## config.mk

```make
export PLATFORM = sky130hd
export DESIGN_NAME = ahb2_bus_arbiter
export DESIGN_NICKNAME = d
export VERILOG_FILES = /design/src/rtl/ahb2_bus_arbiter.sv
export SDC_FILE = /design/constraint.sdc
export NUM_CORES = 1
export LEC_CHECK = 0
export CAP_MARGIN = 40
export CORE_MARGIN = 8
export CORE_UTILIZATION = 43
export CTS_BUF_LIST = sky130_fd_sc_hd__clkbuf_4
export CTS_CLUSTER_DIAMETER = 200
export CTS_CLUSTER_SIZE = 25
export DETAILED_ROUTE_END_ITERATION = 10
export PLACE_DENSITY = 0.7
export SYNTH_ARGS = -nofsm -noshare
export SYNTH_HDL_FRONTEND = slang
export SYNTH_SLANG_ARGS = --single-unit
```

## constraint.sdc

```tcl
create_clock -name hclk -period 2.2 [get_ports hclk]
set_clock_uncertainty 0.15 [all_clocks]
set_input_delay 0.55 -clock hclk [delete_from_list [all_inputs] [get_ports hclk]]
set_output_delay 0.55 -clock hclk [all_outputs]
set_load 0.01 [all_outputs]
```

## src/rtl/ahb2_bus_arbiter.sv

```systemverilog
`timescale 1ns/1ps
// -----------------------------------------------------------------------------
// ahb2_bus_arbiter
//
// Purpose:
//   Shares a single AHB2 master-side bus between NUM_MST masters. Requests
//   are arbitrated round-robin starting after the most recently granted
//   master. Fixed-length bursts (INCR4/8/16, WRAP4/8/16) are protected, so
//   the bus is never handed over in the middle of one. The block also
//   publishes the address-phase owner and the data-phase owner. The address
//   and data multiplexers use these indices to steer the bus.
//
// Parameters:
//   NUM_MST      number of masters (2..16)
//   DEFAULT_MST  master that is granted when nobody requests the bus
//   MW           owner index width, derived from NUM_MST
//
// Ports:
//   hclk       bus clock
//   hreset     synchronous, active-high reset
//   hbusreq    bus request, one bit per master
//   htrans     muxed htrans of the current address-phase owner
//   hburst     muxed hburst of the current address-phase owner
//   hready     bus hready; a transfer is accepted when high at the clock edge
//   hgrant     registered one-hot grant
//   hmaster    registered address-phase owner index
//   hmaster_d  registered data-phase owner index
// -----------------------------------------------------------------------------
module ahb2_bus_arbiter #(
    parameter  int NUM_MST     = 4,
    parameter  int DEFAULT_MST = 0,
    localparam int MW          = $clog2(NUM_MST)
) (
    input  logic               hclk,
    input  logic               hreset,
    input  logic [NUM_MST-1:0] hbusreq,
    input  logic [1:0]         htrans,
    input  logic [2:0]         hburst,
    input  logic               hready,
    output logic [NUM_MST-1:0] hgrant,
    output logic [MW-1:0]      hmaster,
    output logic [MW-1:0]      hmaster_d
);

    typedef enum logic {
        ARB   = 1'b0,
        BURST = 1'b1
    } state_t;

    localparam logic [1:0] HTRANS_IDLE   = 2'b00;
    localparam logic [1:0] HTRANS_BUSY   = 2'b01;
    localparam logic [1:0] HTRANS_NONSEQ = 2'b10;
    localparam logic [1:0] HTRANS_SEQ    = 2'b11;

    localparam logic [MW-1:0]      DEFAULT_IDX   = MW'(DEFAULT_MST);
    localparam logic [NUM_MST-1:0] DEFAULT_GRANT = {{(NUM_MST-1){1'b0}}, 1'b1} << DEFAULT_MST;

    state_t               state_q,    state_d;
    logic [3:0]           beat_cnt_q, beat_cnt_d;
    logic [MW-1:0]        last_q,     last_d;
    logic [NUM_MST-1:0]   grant_q,    grant_d;
    logic [MW-1:0]        owner_a_q,  owner_a_d;
    logic [MW-1:0]        owner_d_q,  owner_d_d;

    logic [MW-1:0]        winner;
    logic                 found;
    logic                 fixed_burst;
    logic                 regrant;

    // Beats remaining after the NONSEQ of a fixed-length burst.
    function automatic logic [3:0] burst_len_m1(input logic [2:0] burst);
        logic [3:0] len;
        case (burst)
            3'b010, 3'b011: len = 4'd3;
            3'b100, 3'b101: len = 4'd7;
            3'b110, 3'b111: len = 4'd15;
            default:        len = 4'd0;
        endcase
        return len;
    endfunction

    // SINGLE (000) and undefined-length INCR (001) are the only bursts
    // without a fixed beat count.
    assign fixed_burst = hburst[2] | hburst[1];

    // Round-robin search. It starts just after the last granted master, so
    // the current owner is checked last and therefore has lowest priority.
    always_comb begin
        winner = DEFAULT_IDX;
        found  = 1'b0;
        for (int i = 1; i <= NUM_MST; i++) begin
            logic [MW-1:0] cand_idx;
            cand_idx = MW'((int'(last_q) + i) % NUM_MST);
            if (!found && hbusreq[cand_idx]) begin
                winner = cand_idx;
                found  = 1'b1;
            end
        end
    end

    // Burst tracker. An accepted NONSEQ with a fixed-length hburst locks the
    // grant. Each accepted SEQ consumes one beat. BUSY only stalls the burst.
    // An accepted IDLE or NONSEQ inside a burst means the owner abandoned it
    // (for example after an ERROR response). A new fixed burst re-locks the
    // grant; anything else releases it.
    always_comb begin
        state_d    = state_q;
        beat_cnt_d = beat_cnt_q;
        if (hready) begin
            case (state_q)
                ARB: begin
                    if (htrans == HTRANS_NONSEQ && fixed_burst) begin
                        state_d    = BURST;
                        beat_cnt_d = burst_len_m1(hburst);
                    end
                end
                BURST: begin
                    case (htrans)
                        HTRANS_SEQ: begin
                            if (beat_cnt_q <= 4'd1) begin
                                beat_cnt_d = 4'd0;
                                state_d    = ARB;
                            end else begin
                                beat_cnt_d = beat_cnt_q - 4'd1;
                            end
                        end
                        HTRANS_BUSY: begin
                            beat_cnt_d = beat_cnt_q;
                        end
                        HTRANS_NONSEQ: begin
                            if (fixed_burst) begin
                                beat_cnt_d = burst_len_m1(hburst);
                            end else begin
                                beat_cnt_d = 4'd0;
                                state_d    = ARB;
                            end
                        end
                        default: begin
                            beat_cnt_d = 4'd0;
                            state_d    = ARB;
                        end
                    endcase
                end
                default: begin
                    state_d    = ARB;
                    beat_cnt_d = 4'd0;
                end
            endcase
        end
    end

    // The grant moves only on an accepting edge that leaves the tracker in
    // ARB. As a result, the edge that accepts the final burst beat can
    // already hand the bus over. last_q always mirrors the index of grant_q,
    // so it doubles as the address owner for the next cycle.
    always_comb begin
        regrant   = hready && (state_d == ARB);
        grant_d   = grant_q;
        last_d    = last_q;
        owner_a_d = owner_a_q;
        owner_d_d = owner_d_q;
        if (regrant) begin
            grant_d         = '0;
            grant_d[winner] = 1'b1;
            last_d          = winner;
        end
        if (hready) begin
            owner_a_d = last_q;
            owner_d_d = owner_a_q;
        end
    end

    // State registers. Reset drops any in-flight burst and returns the bus
    // to the default master.
    always_ff @(posedge hclk) begin
        if (hreset) begin
            state_q    <= ARB;
            beat_cnt_q <= 4'd0;
            last_q     <= DEFAULT_IDX;
            grant_q    <= DEFAULT_GRANT;
            owner_a_q  <= DEFAULT_IDX;
            owner_d_q  <= DEFAULT_IDX;
        end else begin
            state_q    <= state_d;
            beat_cnt_q <= beat_cnt_d;
            last_q     <= last_d;
            grant_q    <= grant_d;
            owner_a_q  <= owner_a_d;
            owner_d_q  <= owner_d_d;
        end
    end

    assign hgrant    = grant_q;
    assign hmaster   = owner_a_q;
    assign hmaster_d = owner_d_q;

endmodule
```

==> flow_results.org <==
** Yosys
- Synthesized-area fraction occupied by xor and xnor cells :: 0%
- The most used flip-flop cell after synthesis is dfxtp_1.
- The synthesized design contains 0 enable-type register cells.
- Avg Cell Area, Syn :: 9.48 um2
- Count of state elements after synthesis :: 15
- In the synthesized netlist the async set-or-reset flop fraction comes to 0%.
- The synthesized netlist devotes between 30% and 40% of its cell area to compound gates.
- Yosys mapped the design onto 42 distinct sky130hd cell types.
- After synthesis the cells add up to roughly 890 um2.
- Of the total synthesized cell area, the portion taken by full adders, half adders and majority gates is 2.81%.
- Share of synthesized area spent on multiplexers :: 5.62%
- Combinational family with the most area after synthesis :: compound AO/OA/AOI/OAI gates
- For this run, the register share of the synthesized area comes to 33.7%.
- Yosys warns :: 0
- Simple-gate share of the synthesized area :: 23.2%
- The cell count after synthesis came out at 94.
- Synthesis produced a netlist with a net count of 108.

** Critical path
- Number of buffer and inverter stages on the critical path :: 1
- Along the worst path, the maximum fanout reaches 5.
- Required time of the critical path :: 2.25 ns
- Startpoint type of the worst setup path :: input pin
- In this design, the stage delay of the slowest critical-path cell is 0.51 ns.
- Family with the most delay on the worst path :: compound AO/OA/AOI/OAI gates
- Data arrival time at the worst-slack endpoint :: a little under 2 ns
- Critical path endpoint category :: register
- Register-to-register setup slack :: 0.39 ns
- Critical path, cell by cell :: clkdlybuf4s50_1 -> nor2_8 -> nor2_4 -> o32ai_4 -> nand2_4 -> o32ai_2
- Type of the worst setup path :: in2reg
- The largest individual stage delay along the critical path comes from the cell clkdlybuf4s50_1.

** Power
- Total design power :: 0.634 mW
- For this design the ratio of total power to cell area is 548 nW/um2.
- Largest voltage drop on the vdd net :: 409 uV
- Static leakage :: 0.442 nW

** Clock tree
- Post-CTS setup repair buffer count :: 0
- Maximum buffer depth of the clock tree :: 2
- CTS hold repair buffers :: 0
- Clock tree from TritonCTS :: yes
- Clock latency on the worst-skew pair :: 0.28 ns
- Gates resized, CTS repair :: 0
- After clock tree synthesis, the clock-pin slew on the worst setup and hold paths is 0.09 ns.
- The clock net in this run drives a total of 15 sinks.
- Number of H-tree branching levels :: 1
- The number of clock buffers added by TritonCTS is 3.
- Cell at the root of the clock tree :: clkbuf_4

** Global routing
- Vias in the first global route :: 663
- The number of antenna violations at the first check in global routing came to 0.
- Total track usage :: 9.79%
- Entering global routing, the biggest net connects 13 pins.
- Wire length of the first global-routing pass :: approximately 2.8 mm
- Total gr overflow :: 0

** STA
- Hold violation count in the final report :: 0
- Once routing completed, OpenROAD measured the worst setup slack at 0.262 ns.
- Final Critical Period :: 1.94 ns
- Unrepaired setup endpoints after global routing :: false
- Max Slew Vio Count :: 0
- Max-Slew Margin vs Limit :: 60.9%
- Maximum frequency from static timing analysis :: 516 MHz
- Share of the clock period used by the worst path after layout :: 88.1%
- Final setup vio count :: 0
- Slew @ Worst Pin :: a little under 0.6 ns

** Routing
- Routed Wire Length :: roughly 1.8 mm
- Via count :: 749
- After detailed routing, the number of remaining DRC violations is 0.
- In the routed layout, each cell is associated on average with a via count of between 5 and 6.
- The detail route stage leaves a number of antenna-violating nets equal to 0.
- In this run, the number of DRC markers left after iteration 0 of detailed routing was 22.
- Dividing the detail-routed wire length by the instance count gives about 13 um.
- For this run, the detailed router's first-pass iteration total came to 4.

** Die
- 20 I/O pins were placed.
- The die covers ~3800 um2.
- Standard-cell row count :: 16
- Floorplan die height :: 61.5 um
- In this run the horizontal extent of the chip is 61.5 um.
- Starting density of the core :: 45.4%
- Placeable core area :: 1960 um2

** Cells and area
- The area growth from synthesis to layout is 29.9%.
- Fin nets :: 133
- Fill count :: 199
- Once layout is done, the placed cells without fillers occupy 1160 um2.
- Share of final-layout standard cells stronger than drive strength 1 :: 18.6%
- Storage cell area :: 300 um2
- The multi-input combinational cells in the finished layout cover a total of about 560 um2.
- 0 antenna diodes ended up in the layout.

** Worst hold path
- Hold Path Class :: reg2reg

** Placed design
- The placed instances occupy a cell area of 1130 um2.
- The congestion estimate from routability-driven global placement came to 0.794.
- HPWL Detailed :: 1.49 mm
- Prior to clock tree synthesis, the placed netlist has a worst setup slack of -0.0341 ns.
- During placement, the flow inserted port buffers numbering 18.

** Job
- Across the run, the number of max-cap violations was 0.

** Status
- The flow ran to the end, and the final reports show no timing, DRC or antenna violations.
==> cell usage after synthesis, types with 2 or more instances <==
cell type / n / area share (%)
a21oi_1: 8 / 4.5
nor2b_1: 2 / 1.4
o31ai_1: 3 / 2.5
clkbuf_1: 2 / 0.84
ha_1: 2 / 2.8
nand2_1: 8 / 3.4
o21ai_0: 3 / 1.7
mux2i_1: 5 / 5.6
inv_1: 4 / 1.7
nor2_1: 9 / 3.8
dfxtp_1: 15 / 34
nand2b_1: 3 / 2.1
==> power breakdown <==
part,internal (mW),switching [mW],leakage (nW)
Combinational,0.0914,0.0799,0.302
Sequential,0.289,0.0164,0.123
Clock,0.0675,0.0897,0.0177
Total,0.448,0.186,0.442
==> final cells by class <==
class	instances	area share, %
clock buffers	3	1.95
clock inverters	1	0.432
inverters	4	1.30
multi-input cells	71	48.0
flip-flops and latches	15	25.9
well taps	27	2.92
repair buffers	24	19.5
==> layout by cell type, fill, tap and decap left out, drive strengths merged, types with 2 or more instances in the layout <==
master | synthesis | final
clkbuf | 2 | 3
dfxtp | 15 | 15
ha | 2 | 2
nor2 | 11 | 11
o32ai | 3 | 3
inv | 4 | 4
nand2 | 9 | 9
a21oi | 8 | 8
o31ai | 3 | 3
nor2b | 2 | 2
buf | 2 | 6
o21ai | 5 | 5
o32a | 2 | 2
nand2b | 4 | 4
clkdlybuf4s50 | 0 | 18
mux2i | 5 | 5
==> per-layer routing <==
| layer | wire [um] | global-route usage (%) | share of wire, % | vias up |
|---|---|---|---|---|
| met5 | 0 | 0 | 0 | - |
| met1 | 781 | 10.7 | 43 | 350 |
| li1 | - | - | - | 389 |
| met3 | 91 | 3.97 | 5.0 | 0 |
| met4 | 0 | 1.95 | 0 | 0 |
| met2 | 951 | 17.3 | 52 | 10 |
==> final timing paths <==
kind                        end          start  cells after the start
hold reg to reg       hgrant[0]      hgrant[0]                      2
hold / removal        hgrant[0]      hgrant[0]                      2
setup / recovery      hgrant[1]      hburst[2]                      6
setup reg to reg  beat_cnt_q[3]  beat_cnt_q[0]                      7
==> worst register-to-register path, cell delays in order (launching register included) <==
cell	delay, ns
dfxtp_1	0.34
inv_1	0.10
ha_1	0.20
nor2_1	0.07
o31ai_1	0.49
nor2_1	0.09
o21ai_0	0.16
a21oi_1	0.08
==> registers in the layout, summed over array words and instances (netlist names) <==
signal      cells
state_q         1
last_q          2
hgrant          4
beat_cnt_q      4
hmaster         2
hmaster_d       2
==> through the flow <==
| step | setup TNS (ns) | instances | hold WS, ns | util (%) |
|---|---|---|---|---|
| floorplan | 0 | 94 | 0.325 | - |
| global placement | -0.00576 | 141 | 0.298 | 57.6 |
| detailed placement | -0.0570 | 141 | 0.323 | 57.6 |
| CTS | 0 | 145 | 0.347 | 59.0 |
| global route | 0 | 145 | 0.379 | 59.0 |
| finish | 0 | 145 | 0.342 | 59.0 |
==> logic make-up after synthesis <==
family                   count (synthesis)
adder cells (fa/ha/maj)                  2
AND/OR/NAND/NOR                         33
flip-flops                              15
multiplexers                             5
buffers and inverters                    8
AO/OA/AOI/OAI                           31
No activity file was read; power rests on OpenSTA's default activity.
